File: config.mk
export PLATFORM = sky130hd
export DESIGN_NAME = serial_adder
export DESIGN_NICKNAME = d
export VERILOG_FILES = /design/src/rtl/serial_adder.sv
export SDC_FILE = /design/constraint.sdc
export NUM_CORES = 1
export LEC_CHECK = 0
export ABC_CLOCK_PERIOD_IN_PS = 4500
export CELL_PAD_IN_SITES_DETAIL_PLACEMENT = 1
export CELL_PAD_IN_SITES_GLOBAL_PLACEMENT = 2
export CORE_MARGIN = 8
export CORE_UTILIZATION = 36
export CTS_CLUSTER_DIAMETER = 40
export DETAILED_ROUTE_END_ITERATION = 7
export PLACE_DENSITY = 0.86
export SETUP_SLACK_MARGIN = 0.4
export SYNTH_ARGS = -nofsm -noshare
export SYNTH_HDL_FRONTEND = slang
export SYNTH_SLANG_ARGS = --single-unit
File: constraint.sdc
create_clock -name clk -period 4.5 [get_ports clk]
set_clock_uncertainty 0.15 [all_clocks]
set_input_delay 0.675 -clock clk [delete_from_list [all_inputs] [get_ports clk]]
set_output_delay 0.675 -clock clk [all_outputs]
set_load 0.05 [all_outputs]
File: src/rtl/serial_adder.sv
// Digit-serial adder/subtractor: WIDTH-bit operands consumed DIGIT bits per clock, LSB first,
// behind a start/done handshake. Define SERIAL_ADDER_OVF_EN to add the signed-overflow output ovf.
module serial_adder #(
    parameter int WIDTH = 8,
    parameter int DIGIT = 1
) (
    input  logic             clk,
    input  logic             rst,
    input  logic             start,
    input  logic [WIDTH-1:0] a,
    input  logic [WIDTH-1:0] b,
    input  logic             cin,
    input  logic             sub,
    output logic             ready,
    output logic             busy,
    output logic             done,
    output logic [WIDTH-1:0] sum,
    output logic             cout
`ifdef SERIAL_ADDER_OVF_EN
    ,
    output logic             ovf
`endif
);

    localparam int N  = WIDTH / DIGIT;
    localparam int CW = (N > 1) ? $clog2(N) : 1;

    typedef enum logic {
        IDLE = 1'b0,
        RUN  = 1'b1
    } state_t;

    // Handshake: an operation is accepted on a rising edge where start=1 and ready=1.
    // ready is simply ~busy, so a start in the done cycle chains the next operation.
    state_t          state;
    state_t          state_nxt;
    logic            accept;
    logic            last_cycle;

    logic [CW-1:0]   cnt;
    logic [WIDTH-1:0] a_sr;
    logic [WIDTH-1:0] b_sr;
    logic [WIDTH-1:0] res_sr;
    logic            carry;

    logic [DIGIT:0]        dsum;
    logic [WIDTH+DIGIT-1:0] res_cat;
    logic [WIDTH-1:0]      res_nxt;

    always_ff @(posedge clk or posedge rst) begin
        if (rst) begin
            state <= IDLE;
        end else begin
            state <= state_nxt;
        end
    end

    always_comb begin
        state_nxt  = state;
        accept     = 1'b0;
        last_cycle = 1'b0;
        case (state)
            IDLE: begin
                if (start) begin
                    accept    = 1'b1;
                    state_nxt = RUN;
                end
            end
            RUN: begin
                if (cnt == CW'(N - 1)) begin
                    last_cycle = 1'b1;
                    state_nxt  = IDLE;
                end
            end
            default: state_nxt = IDLE;
        endcase
    end

    assign busy  = (state == RUN);
    assign ready = ~busy;

    // One digit of the ripple: operands sit LSB-aligned in their shift registers.
    assign dsum    = {1'b0, a_sr[DIGIT-1:0]} + {1'b0, b_sr[DIGIT-1:0]} + {{DIGIT{1'b0}}, carry};
    assign res_cat = {dsum[DIGIT-1:0], res_sr};
    assign res_nxt = res_cat[WIDTH+DIGIT-1:DIGIT];

    always_ff @(posedge clk or posedge rst) begin
        if (rst) begin
            cnt    <= '0;
            a_sr   <= '0;
            b_sr   <= '0;
            res_sr <= '0;
            carry  <= 1'b0;
        end else if (accept) begin
            cnt    <= '0;
            a_sr   <= a;
            b_sr   <= b ^ {WIDTH{sub}};
            res_sr <= '0;
            carry  <= cin ^ sub;
        end else if (state == RUN) begin
            cnt    <= cnt + 1'b1;
            a_sr   <= a_sr >> DIGIT;
            b_sr   <= b_sr >> DIGIT;
            res_sr <= res_nxt;
            carry  <= dsum[DIGIT];
        end
    end

    always_ff @(posedge clk or posedge rst) begin
        if (rst) begin
            done <= 1'b0;
            sum  <= '0;
            cout <= 1'b0;
        end else begin
            done <= last_cycle;
            if (last_cycle) begin
                sum  <= res_nxt;
                cout <= dsum[DIGIT];
            end
        end
    end

`ifdef SERIAL_ADDER_OVF_EN
    // Carry into the MSB is recovered from the MSB sum bit and the two operand MSBs.
    always_ff @(posedge clk or posedge rst) begin
        if (rst) begin
            ovf <= 1'b0;
        end else if (last_cycle) begin
            ovf <= (a_sr[DIGIT-1] ^ b_sr[DIGIT-1] ^ dsum[DIGIT-1]) ^ dsum[DIGIT];
        end
    end
`endif

endmodule
==> results_tabular.tex, run 1 <==
\begin{tabular}{lr}
\hline
Metric & Value \\
\hline
\multicolumn{2}{l}{\textbf{Outcome}} \\
Run status & completed \\
\multicolumn{2}{l}{\textbf{STA}} \\
Hold WS & 334 ps \\
Shortest period the worst path allows & 2530 ps \\
Final worst slack & 1970 ps \\
Worst slew pin tran & 1060 ps \\
Final hold violations & 0 \\
Final worst-path cycle share & 0.563 \\
Fmax & 395 MHz \\
Number of max-slew violations in the final report & 0 \\
Number of endpoints failing setup at the final stage & 0 \\
RSZ-0062 raised after global routing & no \\
Fin Setup TNS & 0 ps \\
Max\_slew headroom & 0.288 \\
\multicolumn{2}{l}{\textbf{Global route}} \\
Largest net degree at the start of global routing & 53 \\
Remaining global-route overflow & 0 \\
Number of antenna violations at the first check in global routing & 0 \\
Global-route wire length before repair & 6.44 mm \\
Via count of the first global-routing pass & 1346 \\
Global-route usage over all layers & 0.111 \\
\multicolumn{2}{l}{\textbf{Power}} \\
Static leakage & 0.944 nW \\
Peak VDD IR & 348 uV \\
Post-route total power & 0.00141 W \\
PD cells & 646 nW/um\^{}2 \\
\multicolumn{2}{l}{\textbf{Routing}} \\
DR iter-0 viols & 62 \\
Count of vias placed by the detailed router & 1191 \\
Routed via count divided by cell count & 4.80 \\
Post-route ant nets & 0 \\
Routed wire length & 3.67 mm \\
Post-detailed-route wirelength per cell & 14.8 um \\
Remaining DRCs & 0 \\
DRT Pass-1 Iters & 2 \\
\multicolumn{2}{l}{\textbf{Layout}} \\
Layout net count & 204 \\
Share of post-route cells with drive strength above 1 & 0.127 \\
Combined flip-flop and latch cell area & 951 um\^{}2 \\
Layout overhead on the synthesized area & 24.6\% \\
\# diodes & 0 \\
Area used by multi-input combinational logic & 707 um\^{}2 \\
Fill count & 512 \\
\multicolumn{2}{l}{\textbf{Die}} \\
Die Area & 7360 um\^{}2 \\
Initial Utilization & 0.371 \\
Placement row count & 25 \\
Die H & 85.8 um \\
Horiz. Die Dim & 85.8 um \\
Total I/O pin count & 33 \\
Core area & 4720 um\^{}2 \\
\multicolumn{2}{l}{\textbf{Yosys}} \\
Synthesized cell area & 1750 um\^{}2 \\
Count of mapped cells out of synthesis & 150 \\
Library cell occupying the most area in the post-synthesis netlist & dfrtp\_1 \\
Flip-flop and latch count after synthesis & 38 \\
Count of synthesis-stage warnings from yosys & 0 \\
Mean cell area of the mapped netlist & 11.7 um\^{}2 \\
Share of Yosys cell area claimed by the top area cell type & 0.542 \\
Net count after synthesis & 174 \\
Biggest area contributors in the synthesized netlist & dfrtp\_1 54\%, mux2\_2 6.4\%, nand2\_1 4.7\% \\
Proportion of synthesized chip area in sequential cells & 0.542 \\
Post-synth cell types & 22 \\
\multicolumn{2}{l}{\textbf{Setup path}} \\
Worst Path Buf+Inv & 1 \\
Category of cells accounting for the largest share of critical-path delay & buffers and inverters \\
Cells along the critical path & clkdlybuf4s50\_1 > nand2b\_1 > o211ai\_1 \\
Start-to-end type of the worst setup path & in -> reg \\
Crit-path max cell delay & 1170 ps \\
Worst path arrival time & 2580 ps \\
Largest fanout on the critical path & 27 \\
Worst setup SP type & primary input \\
Critical path endpoint category & register \\
CP required & 4550 ps \\
Crit-path slowest cell & clkdlybuf4s50\_1 \\
\multicolumn{2}{l}{\textbf{Clock tree}} \\
Post-CTS Hold Buffers & 0 \\
Count of buffers added by post-CTS timing repair for setup & 0 \\
Register clock-pin slew on the reported worst setup and hold paths & 70 ps \\
Clock latency on the worst-skew pair & 290 ps \\
Number of buffers created by CTS & 5 \\
Resize count post-CTS & 0 \\
Largest buffer count on any clock path & 2 \\
Clock tree root driver cell & clkbuf\_8 \\
TritonCTS clock tree & done \\
Number of levels the H-tree was split into & 2 \\
Clk sinks & 38 \\
\multicolumn{2}{l}{\textbf{Hold path}} \\
Path class of the lowest-slack min-delay path & reg -> reg \\
\multicolumn{2}{l}{\textbf{Run}} \\
Maximum capacitance violations & 0 \\
\multicolumn{2}{l}{\textbf{Placement}} \\
Final estimated routing congestion in global placement & 0.653 \\
Count of port buffers added during placement & 32 \\
Placed wire-length estimate after detailed placement & 2.52 mm \\
Setup slack after placement & 1630 ps \\
\hline
\end{tabular}
[path summary, 6_finish.rpt]
check | start | to | slack [ps] | cells past startpoint
worst max-delay path | start | b_sr[4] | 1970 | 3
worst min-delay path | b_sr[3] | b_sr[2] | 330 | 2
worst max register to register | busy | sum[4] | 2840 | 3
worst min register to register | b_sr[3] | b_sr[2] | 330 | 2
max in group asynchronous | rst | a_sr[2] | 3220 | 3
min in group asynchronous | rst | a_sr[6] | 650 | 3
[metal layers]
metal / global-route usage / up-vias / wire length, um
li1: - / 567 / -
met1: 0.121 / 600 / 1550
met2: 0.188 / 20 / 1850
met3: 0.0420 / 4 / 193
met4: 0.0478 / 0 / 68
met5: 0 / - / 0
[synth_stat cells, drive strengths merged]
master and number:
mux2 10, xnor2 9, clkbuf 1, fa 1, ha 2, or3b 8
nor2 3, mux2i 8, a211oi 1, inv 3, o21ai 15, buf 10
nand2b 8, nand2 23, a22o 2, dfrtp 38, o211ai 8
[logic make-up (layout without fill, tap and decap cells)]
family,Yosys count,count (layout),synth area share
AND/OR/NAND/NOR,42,42,0.126
AO/OA/AOI/OAI,26,26,0.0971
XOR/XNOR,9,9,0.0450
adder cells (fa/ha/maj),3,3,0.0257
buffers and inverters,14,45,0.0542
multiplexers,18,18,0.110
flip-flops,38,38,0.542
[worst register-to-register path, cell delays in order, from the launching register on]
cell,delay [ps]
dfrtp_1,380
buf_4,420
nand2_2,270
mux2_2,330
[area by class of cell]
type / count / area share
flip-flops and latches: 38 / 0.436
multi-input cells: 98 / 0.324
repair buffers: 34 / 0.154
well taps: 67 / 0.0384
clock buffers: 6 / 0.0378
clock inverters: 2 / 0.00573
inverters: 3 / 0.00516
[stage by stage]
stage,cell area (um^2),cells,utilization
6_report,2180,248,0.462
2_1_floorplan,1750,150,-
3_3_place_gp,2090,240,0.442
5_1_grt,2180,248,0.462
4_1_cts,2180,248,0.462
3_5_place_dp,2090,240,0.442
[cells in the final DEF, fill, tap and decap left out]
cell type / synthesis / layout
buf_4: 2 / 2
nand2_2: 1 / 1
xnor2_1: 9 / 9
nor2_1: 3 / 3
inv_1: 3 / 3
o211ai_1: 6 / 6
a22o_1: 2 / 2
nand2b_1: 8 / 8
clkdlybuf4s50_1: 0 / 32
fa_1: 1 / 1
o211ai_2: 2 / 2
mux2i_1: 8 / 8
or3b_1: 8 / 8
o21ai_0: 13 / 13
o21ai_1: 2 / 2
clkbuf_8: 0 / 6
ha_1: 2 / 2
a211oi_1: 1 / 1
dfrtp_1: 38 / 38
nand2_1: 22 / 22
mux2_2: 10 / 10
clkinvlp_4: 0 / 1
clkinv_2: 0 / 1
[power by group]
part | switching [W] | internal (W)
logic | 0.000361 | 0.000240
registers | 0.0000829 | 0.000487
clock network | 0.000118 | 0.000123
total | 0.000562 | 0.000850
[flip-flops by register name (all words and copies together), names as in the netlist]
signal  count
a_sr        8
b_sr        8
busy        1
carry       1
cnt         3
cout        1
done        1
res_sr      7
sum         8
(Power assumes the default switching activity.)
==> inputs of run 2 (changes only) <==
- ABC_CLOCK_PERIOD_IN_PS: 4500 -> 2440
- CORE_UTILIZATION: 36 -> 33
- PLACE_DENSITY: 0.86 -> 0.8
- clock period: 4.5 -> 2.44 ns (I/O delays scaled with it)
==> results_tabular.tex, run 2 (synthesis gave the netlist of run 1 again) <==
\begin{tabular}{lr}
\hline
Metric & Value \\
\hline
\multicolumn{2}{l}{\textbf{Outcome}} \\
Run status & completed \\
\multicolumn{2}{l}{\textbf{Setup path}} \\
Largest fanout on the critical path & 2 (-93\%) \\
Reg2Reg Setup Slack & 800 ps (-2040 ps) \\
Critical path endpoint category & output port \\
Crit-path max cell delay & 810 ps (-360 ps) \\
Category of cells accounting for the largest share of critical-path delay & buffers and inverters \\
Start-to-end type of the worst setup path & reg -> out \\
Worst reg-to-reg path cell count & 4 (+1) \\
Crit-path slowest cell & clkdlybuf4s50\_1 \\
Cells along the critical path & clkdlybuf4s50\_1 \\
Start of the worst register-to-register path & cnt[0] \\
Worst Path Buf+Inv & 1 (unchanged) \\
Cell depth of the worst setup path & 1 (-2) \\
Worst setup startpoint & sum[1] \\
Worst path arrival time & 1450 ps (-1130 ps) \\
CP required & 1920 ps (-2630 ps) \\
Worst setup SP type & register \\
Capturing point of the worst reg2reg path & sum[1] \\
\multicolumn{2}{l}{\textbf{Clock tree}} \\
Clock tree root driver cell & clkbuf\_8 \\
Register clock-pin slew on the reported worst setup and hold paths & 70 ps (about the same) \\
Number of levels the H-tree was split into & 2 (unchanged) \\
Count of buffers added by post-CTS timing repair for setup & 0 (unchanged) \\
Largest buffer count on any clock path & 2 (unchanged) \\
Clk sinks & 38 (unchanged) \\
TritonCTS clock tree & done \\
Number of buffers created by CTS & 5 (unchanged) \\
Clock latency on the worst-skew pair & 290 ps (about the same) \\
\multicolumn{2}{l}{\textbf{Layout}} \\
Largest registers in the final layout & a\_sr (8), b\_sr (8), sum (8) \\
Layout net count & 206 (+0.98\%) \\
Most common cell after layout, fill and taps aside & dfrtp\_1 \\
Cell Count, Final, Fillers Out & 253 (+2.0\%) \\
\# diodes & 0 (unchanged) \\
Commonest cells after routing, fill and taps aside & 37 x dfrtp\_1, 29 x clkdlybuf4s50\_1, 22 x nand2\_1 \\
Layout overhead on the synthesized area & 26.9\% \\
Core Util, Final & 0.436 (-0.0267) \\
Finished Cell Area & 2220 um\^{}2 (+1.9\%) \\
Share of post-route cells with drive strength above 1 & 0.142 (+0.0150) \\
\multicolumn{2}{l}{\textbf{STA}} \\
RSZ-0062 raised after global routing & no \\
Number of max-slew violations in the final report & 0 (unchanged) \\
Final worst-path cycle share & 0.806 \\
Fin Setup TNS & 0 ps (unchanged) \\
Max\_slew headroom & 0.649 (+0.361) \\
Shortest period the worst path allows & 1970 ps \\
Number of endpoints failing setup at the final stage & 0 (unchanged) \\
Fmax & 508 MHz \\
Final hold violations & 0 (unchanged) \\
Worst slew pin tran & 525 ps (-539 ps) \\
\multicolumn{2}{l}{\textbf{Power}} \\
Sw power & 0.00104 W (+85\%) \\
Register share of total power & 0.400 (-0.004) \\
Combinational Power Share & 0.409 (-0.017) \\
Static leakage & 0.979 nW (+3.7\%) \\
PD cells & 1220 nW/um\^{}2 (+88\%) \\
Design internal power & 0.00167 W (+96\%) \\
Net switching fraction of the power & 0.384 (-0.0143) \\
Clk network pwr share & 0.191 (+0.020) \\
Peak VDD IR & 402 uV (+16\%) \\
\multicolumn{2}{l}{\textbf{Global route}} \\
Number of antenna violations at the first check in global routing & 0 (unchanged) \\
Remaining global-route overflow & 0 (unchanged) \\
Largest net degree at the start of global routing & 39 (-26\%) \\
Met2 usage in global routing & 0.179 (-0.00972) \\
Busiest grt layer & met2 \\
Met1 Resource Use GR & 0.126 (+0.00460) \\
Met3 routing resource usage after global routing & 0.0353 (-0.00674) \\
Global-route wire length before repair & 6.50 mm (+0.85\%) \\
Via count of the first global-routing pass & 1319 (-2.0\%) \\
Global-route usage over all layers & 0.110 (-0.00142) \\
\multicolumn{2}{l}{\textbf{Placement}} \\
DP Area & 2110 um\^{}2 (+1.3\%) \\
Count of port buffers added during placement & 32 (unchanged) \\
Final estimated routing congestion in global placement & 0.780 (+19\%) \\
Placed wire-length estimate after detailed placement & 2.75 mm (+9.0\%) \\
Placed Instances & 245 (+2.1\%) \\
\multicolumn{2}{l}{\textbf{Die}} \\
Die H & 88.9 um (+3.6\%) \\
Initial Utilization & 0.343 (-0.0279) \\
Placement row count & 26 (+4.0\%) \\
Die Area & 7900 um\^{}2 (+7.4\%) \\
Core area & 5110 um\^{}2 (+8.1\%) \\
Horiz. Die Dim & 88.9 um (+3.6\%) \\
Total I/O pin count & 33 (unchanged) \\
\multicolumn{2}{l}{\textbf{Run}} \\
Maximum capacitance violations & 0 (unchanged) \\
\multicolumn{2}{l}{\textbf{Routing}} \\
Count of vias placed by the detailed router & 1191 (unchanged) \\
DRT Pass-1 Iters & 3 (+1) \\
Routed wire length & 3.79 mm (+3.2\%) \\
DR iter-0 viols & 38 (-39\%) \\
Post-route ant nets & 0 (unchanged) \\
Remaining DRCs & 0 (unchanged) \\
Routed via count divided by cell count & 4.71 (-2.0\%) \\
Post-detailed-route wirelength per cell & 15.0 um (+1.2\%) \\
\multicolumn{2}{l}{\textbf{Hold path}} \\
Path class of the lowest-slack min-delay path & reg -> reg \\
Cell depth of the worst hold path & 2 (unchanged) \\
Hold Startpoint & b\_sr[3] \\
Endpoint, Worst Hold & b\_sr[2] \\
\hline
\end{tabular}
-- run 2: changes by cell type in the layout (fill, tap and decap cells not counted), sizes merged --
cell / change
buf: +4
clkinv: -1
clkinvlp: -1
clkbuf: +1
dlymetal6s2s: +1
bufinv: +1
clkdlybuf4s50: -3
-- run 2: worst max path at each step --
stage                   end  slack [ps]
detailed placement  b_sr[4]         400
finish               sum[1]         470
floorplan             ready         720
global route         sum[1]         410
global placement    b_sr[0]         470
CTS                    busy         400
-- run 2: cell type report --
type	count	area, um^2
clock buffer	7	76.3
clock inverter	1	30.0
fill	574	2880
inverter	3	11.3
multi-input combinational	98	707
sequential	38	952
tap	70	87.6
timing repair buffer	36	360
-- run 2: through the flow --
stage               total power, W  setup slack, ps  hold WS, ps
detailed placement         0.00222              402          317
global route               0.00290              410          361
finish                     0.00271              472          336
global placement           0.00216              470          313
CTS                        0.00275              401          338
floorplan                  0.00185              721          297
-- run 2: what timing repair did --
item                       CTS  global route
setup endpoints to repair    0             2
resized for setup            0             2
hold buffers                 0             0
-- run 2: routing by layer --
| layer | part of all wire | up-vias |
|---|---|---|
| met2 | 0.50 | 19 |
| met4 | 0.021 | 0 |
| met1 | 0.43 | 598 |
| met3 | 0.045 | 5 |
| met5 | 0 | - |
| li1 | - | 569 |
-- run 2: power by group through the flow --
stage / sequential (W) / clock, W / combinational [W]
floorplan: 0.00131 / 0 / 0.000543
global placement: 0.00109 / 0 / 0.00108
detailed placement: 0.00110 / 0 / 0.00112
CTS: 0.00109 / 0.000535 / 0.00113
global route: 0.00113 / 0.000570 / 0.00120
finish: 0.00108 / 0.000518 / 0.00111
==> patch 1: new RTL, settings of run 2 <==
Build with the macro `SERIAL_ADDER_OVF_EN` defined.
--- a/src/rtl/serial_adder.sv
+++ b/src/rtl/serial_adder.sv
@@ -1,4 +1,6 @@
 // Digit-serial adder/subtractor: WIDTH-bit operands consumed DIGIT bits per clock, LSB first,
 // behind a start/done handshake. Define SERIAL_ADDER_OVF_EN to add the signed-overflow output ovf.
+`define SERIAL_ADDER_OVF_EN
+
 module serial_adder #(
     parameter int WIDTH = 8,
Formal check against the unedited RTL (old outputs only; new: ovf): equivalent (equiv_simple and equiv_induct, registers matched by name and starting in step).
==> patch 1 against run 2 <==
Fmax fell by 0.64%; non-clock buffer count did not move; count of clock-buffer cells in the layout is 1 lower; routed wire length decreased by 2.7%; worst setup slack got worse by 13 ps; cell area increased by 0.17%; synthesized area grew 0.93%; power grew 3.1%; sequential cell count up 1; largest cell class unchanged.
==> patch 1: results (changes against run 2) <==
status:
  run_status: "complete, no violations"
synth:
  yosys-top-cells-area: "sky130_fd_sc_hd__dfrtp_1, sky130_fd_sc_hd__mux2i_1, sky130_fd_sc_hd__o21ai_0"
  synth-compound-area-share_pct: 10.5  # +0.83 points
  mappedNetlistNets: 173  # -0.57%
  post_synth_fa_ha_maj_area_fraction_pct: 2.55  # -0.024 points
  synth_sequential_area_ratio_pct: 55.2  # +0.92 points
  synth-xor-area-share_pct: 5.94  # +1.4 points
  synth.area.mux_share_pct: 13.6  # +2.6 points
  yosysUniqueCellTypes: 24  # +9.1%
  syn_area_per_cell_um2: 11.9  # +1.6%
  synth_top_cells_by_count: "sky130_fd_sc_hd__dfrtp_1, sky130_fd_sc_hd__o21ai_0, sky130_fd_sc_hd__nand2_1"
drt:
  drt-total-wl_um: 3680  # -2.7%
  route.vias.total: 1178  # -1.1%
  drt-wirelength-per-cell_um: 14.6  # -2.3%
  drt_iter0_drc: 36  # -5.3%
min_path:
  hold_path_startpoint: "b_sr[7]"
  min_delay_worst_endpoint: "b_sr[6]"
  min_path_cells: 2  # unchanged
  hold_path_class: "reg -> reg"
pwr:
  vdd.ir_drop.worst_uv: 471  # +17%
  power_leakage_nw: 1.03  # +5.1%
  power.density_cell_area_nw_per_um2: 1250  # +2.9%
finish:
  fillCellCount: 588  # +2.4%
  drive_above_1_share_pct: 12.1  # -2.1 points
setup_path:
  crit-reg2reg-launch: "a_sr[0]"
  rr_endpoint: "ovf"
  critical_path.endpoint: "sum[2]"
  timing.reg2reg.worst_path_depth: 5  # +1
  critical-path-slowest-cell: "sky130_fd_sc_hd__clkdlybuf4s50_1"
  cp-startpoint: "sum[2]"
  setup.reg_to_reg.worst_slack_ps: 740  # -60 ps
place:
  place.gp.congestion: 0.690  # -11%
  dp_hpwl_um: 2660  # -3.1%
  io_buffers: 33  # +3.1%
  dp_worst_setup_slack_ps: 525  # +123 ps
  placedInstanceArea_um2: 2140  # +1.2%
global_routing:
  grt.met1_usage_pct: 11.5  # -1.0 points
  grt_max_degree: 40  # +2.6%
  global_route.usage.total_pct: 10.3  # -0.70 points
  grt_use_met3_pct: 3.86  # +0.33 points
  grt_pass1_wl_um: 6270  # -3.5%
  use_met2_pct: 17.4  # -0.48 points
timing:
  clock.fmax_mhz: 505  # -0.64%
  hold_viol_final: 0  # unchanged
  max_slew_margin_pct: 66.4  # +1.4 points
  hold-worst-slack_ps: 345  # +8.93 ps
clock_network:
  post_cts.resized_instances: 0  # unchanged
patch 1: changes by cell type in the layout (fill, tap and decap cells not counted), moves of 7 or more:
cell	run 2	this run
sky130_fd_sc_hd__mux2i_1	8	15
sky130_fd_sc_hd__o21ai_0	13	20
sky130_fd_sc_hd__xor2_1	0	7
sky130_fd_sc_hd__nand2b_1	8	1
sky130_fd_sc_hd__or3b_1	8	0
patch 1: power by group:
group | switching [mW] | internal, mW | total (mW)
Sequential | 0.184 | 0.909 | 1.09
Clock | 0.214 | 0.222 | 0.436
Combinational | 0.731 | 0.529 | 1.26
Total | 1.13 | 1.66 | 2.79
patch 1: metal layers:
layer	up-vias	wire length [um]
met5	-	0
met4	0	36
met3	4	196
met2	29	1870
met1	584	1580
li1	561	-
patch 1: final cells by class:
type	instances	share of cell area, %
Inverter	6	1.01
Clock inverter	1	0.225
Multi-Input combinational cell	94	31.2
Timing Repair Buffer	36	16.2
Tap cell	70	3.93
Clock buffer	6	3.71
Sequential cell	39	43.8
==> patch 2: new RTL, settings of run 2 <==
Made on the original files. Change the parameter `WIDTH` from 8 to 4.
--- a/src/rtl/serial_adder.sv
+++ b/src/rtl/serial_adder.sv
@@ -2,5 +2,5 @@
 // behind a start/done handshake. Define SERIAL_ADDER_OVF_EN to add the signed-overflow output ovf.
 module serial_adder #(
-    parameter int WIDTH = 8,
+    parameter int WIDTH = 4,
     parameter int DIGIT = 1
 ) (
Ports: changed (resized a, b and sum); port bits go from 33 to 21. No check against the original RTL was run, so the function may have changed too.
==> patch 2 against run 2 <==
Worst setup slack got worse by 11 ps; synthesized area fell by 44%; power fell by 45%; routed wire length fell by 51%; via count fell by 46%; fmax fell by 0.58%; sequential cell count fell by 17; combinational power fell by 34%; count of clock-buffer cells in the layout fell by 3; cell area fell by 45%; sequential share of layout area rose by 0.14 points; first-iteration DRC count fell by 66%; die area fell by 37%; critical path type unchanged; largest power group unchanged.
==> patch 2: results (changes against run 2) <==
drt:
  route.vias.total: 640  # -46%
  drt_iter0_drc: 13  # -66%
  route.antenna.remaining_nets: 0  # unchanged
  drtPass1Iterations: 2  # -1
  drt-total-wl_um: 1840  # -51%
  drt-wirelength-per-cell_um: 13.9  # -7.4%
pwr:
  cell_internal_pwr_mw: 0.843  # -49%
  vdd.ir_drop.worst_uv: 717  # +78%
  power_leakage_nw: 0.583  # -40%
setup_path:
  worst_ep_arrival_time_ps: 1460
  worst_path_dominant_cell_family: "buffers and inverters"
  critical_path_peak_fanout: 2  # unchanged
  crit-reg2reg-launch: "a_sr[0]"
  cp-startpoint: "sum[1]"
  crit_path_max_incr_delay_ps: 800
global_routing:
  use_met2_pct: 12.9  # -5.0 points
  grt_max_degree: 29  # -26%
  grt_antenna_before_repair: 0  # unchanged
  global_route.usage.total_pct: 7.95  # -3.0 points
  grt_use_met3_pct: 3.95  # +0.43 points
  grt.met1_usage_pct: 9.28  # -3.3 points
  grt_pass1_wl_um: 3220  # -50%
  first_global_vias: 668  # -49%
clock_network:
  clock_tree.root_cell: "sky130_fd_sc_hd__clkbuf_4"
  clock_tree.htree_level_count: 1  # -1
  worst_setup_hold_path_clk_slew_ps: 110  # +40 ps
  worstSkewPairLatency_ps: 300
  cts-buffers-inserted: 3  # -2
synth:
  synth_top_cells_by_count: "sky130_fd_sc_hd__dfrtp_1, sky130_fd_sc_hd__nand2_1, sky130_fd_sc_hd__o21ai_1"
  synth_sequential_area_ratio_pct: 53.7  # -0.54 points
  dominantRegCellSynth: "sky130_fd_sc_hd__dfrtp_1"
  syn_area_per_cell_um2: 12.1  # +3.4%
  yosys-top-cells-area: "sky130_fd_sc_hd__dfrtp_1, sky130_fd_sc_hd__mux2_1, sky130_fd_sc_hd__o211ai_2"
  mappedNetlistNets: 96  # -45%
  ys.warnings.count: 0  # unchanged
  postSynth.asyncResetShare_pct: 100  # unchanged
finish:
  drive_above_1_share_pct: 13.7  # -0.48 points
  n_antenna_cell: 0  # unchanged
  fillCellCount: 308  # -46%
  fin_nets: 118  # -43%
  largestRegisters: "a_sr (4), b_sr (4), sum (4)"
  area.growth.synth_to_final_pct: 25.1
place:
  placedInstanceArea_um2: 1190  # -44%
  dp_worst_setup_slack_ps: 489  # +86.6 ps
  place.gp.congestion: 0.730  # -6.4%
  io_buffers: 20  # -38%
  dp_hpwl_um: 1390  # -49%
  dp_cells: 129  # -47%
min_path:
  hold_path_class: "in -> async"
status:
  run_status: "complete, no violations"
timing:
  max_slew_margin_pct: 63.5  # -1.5 points
## patch 2: repair_timing
item	CTS	global route
endpoints found under the setup margin	1	2
hold buffers	0	0
setup buffers	0	0
resized for setup	1	2
## patch 2: cell type report
cell class                      count  area share (%)
Timing Repair Buffer               22            17.7
Clock buffer                        4            2.15
Tap cell                           31            3.17
Multi-Input combinational cell     52            33.1
Inverter                            3           0.920
Sequential cell                    21            42.9
## patch 2: final timing paths
| check | to | slack [ps] | depth (start not counted) |
|---|---|---|---|
| setup / recovery | sum[1] | 460 | 1 |
| hold / removal | done | 230 | 3 |
| setup reg to reg | sum[3] | 960 | 2 |
| hold reg to reg | a_sr[0] | 350 | 2 |
| max in group asynchronous | sum[0] | 1690 | 3 |
| min in group clk | a_sr[0] | 350 | 2 |
## patch 2: metal layers
| metal | wire length, um | vias to the layer above | part of all wire (%) |
|---|---|---|---|
| met5 | 0 | - | 0 |
| met1 | 805 | 311 | 44 |
| li1 | - | 314 | - |
| met2 | 919 | 12 | 50 |
| met4 | 14 | 0 | 0.76 |
| met3 | 102 | 3 | 5.5 |
## patch 2: cells by family after synthesis
family	share of synthesized area [%]
AO/OA/AOI/OAI	10.4
buffers and inverters	4.86
AND/OR/NAND/NOR	12.3
multiplexers	11.0
adder cells (fa/ha/maj)	3.32
XOR/XNOR	4.48
flip-flops	53.7
## patch 2: power by group through the flow
stage	Clock (mW)	Sequential, mW	Combinational [mW]
global placement	0	0.586	0.739
detailed placement	0	0.592	0.758
floorplan	0	0.762	0.359
global route	0.188	0.600	0.801
CTS	0.173	0.585	0.755
finish	0.164	0.580	0.734
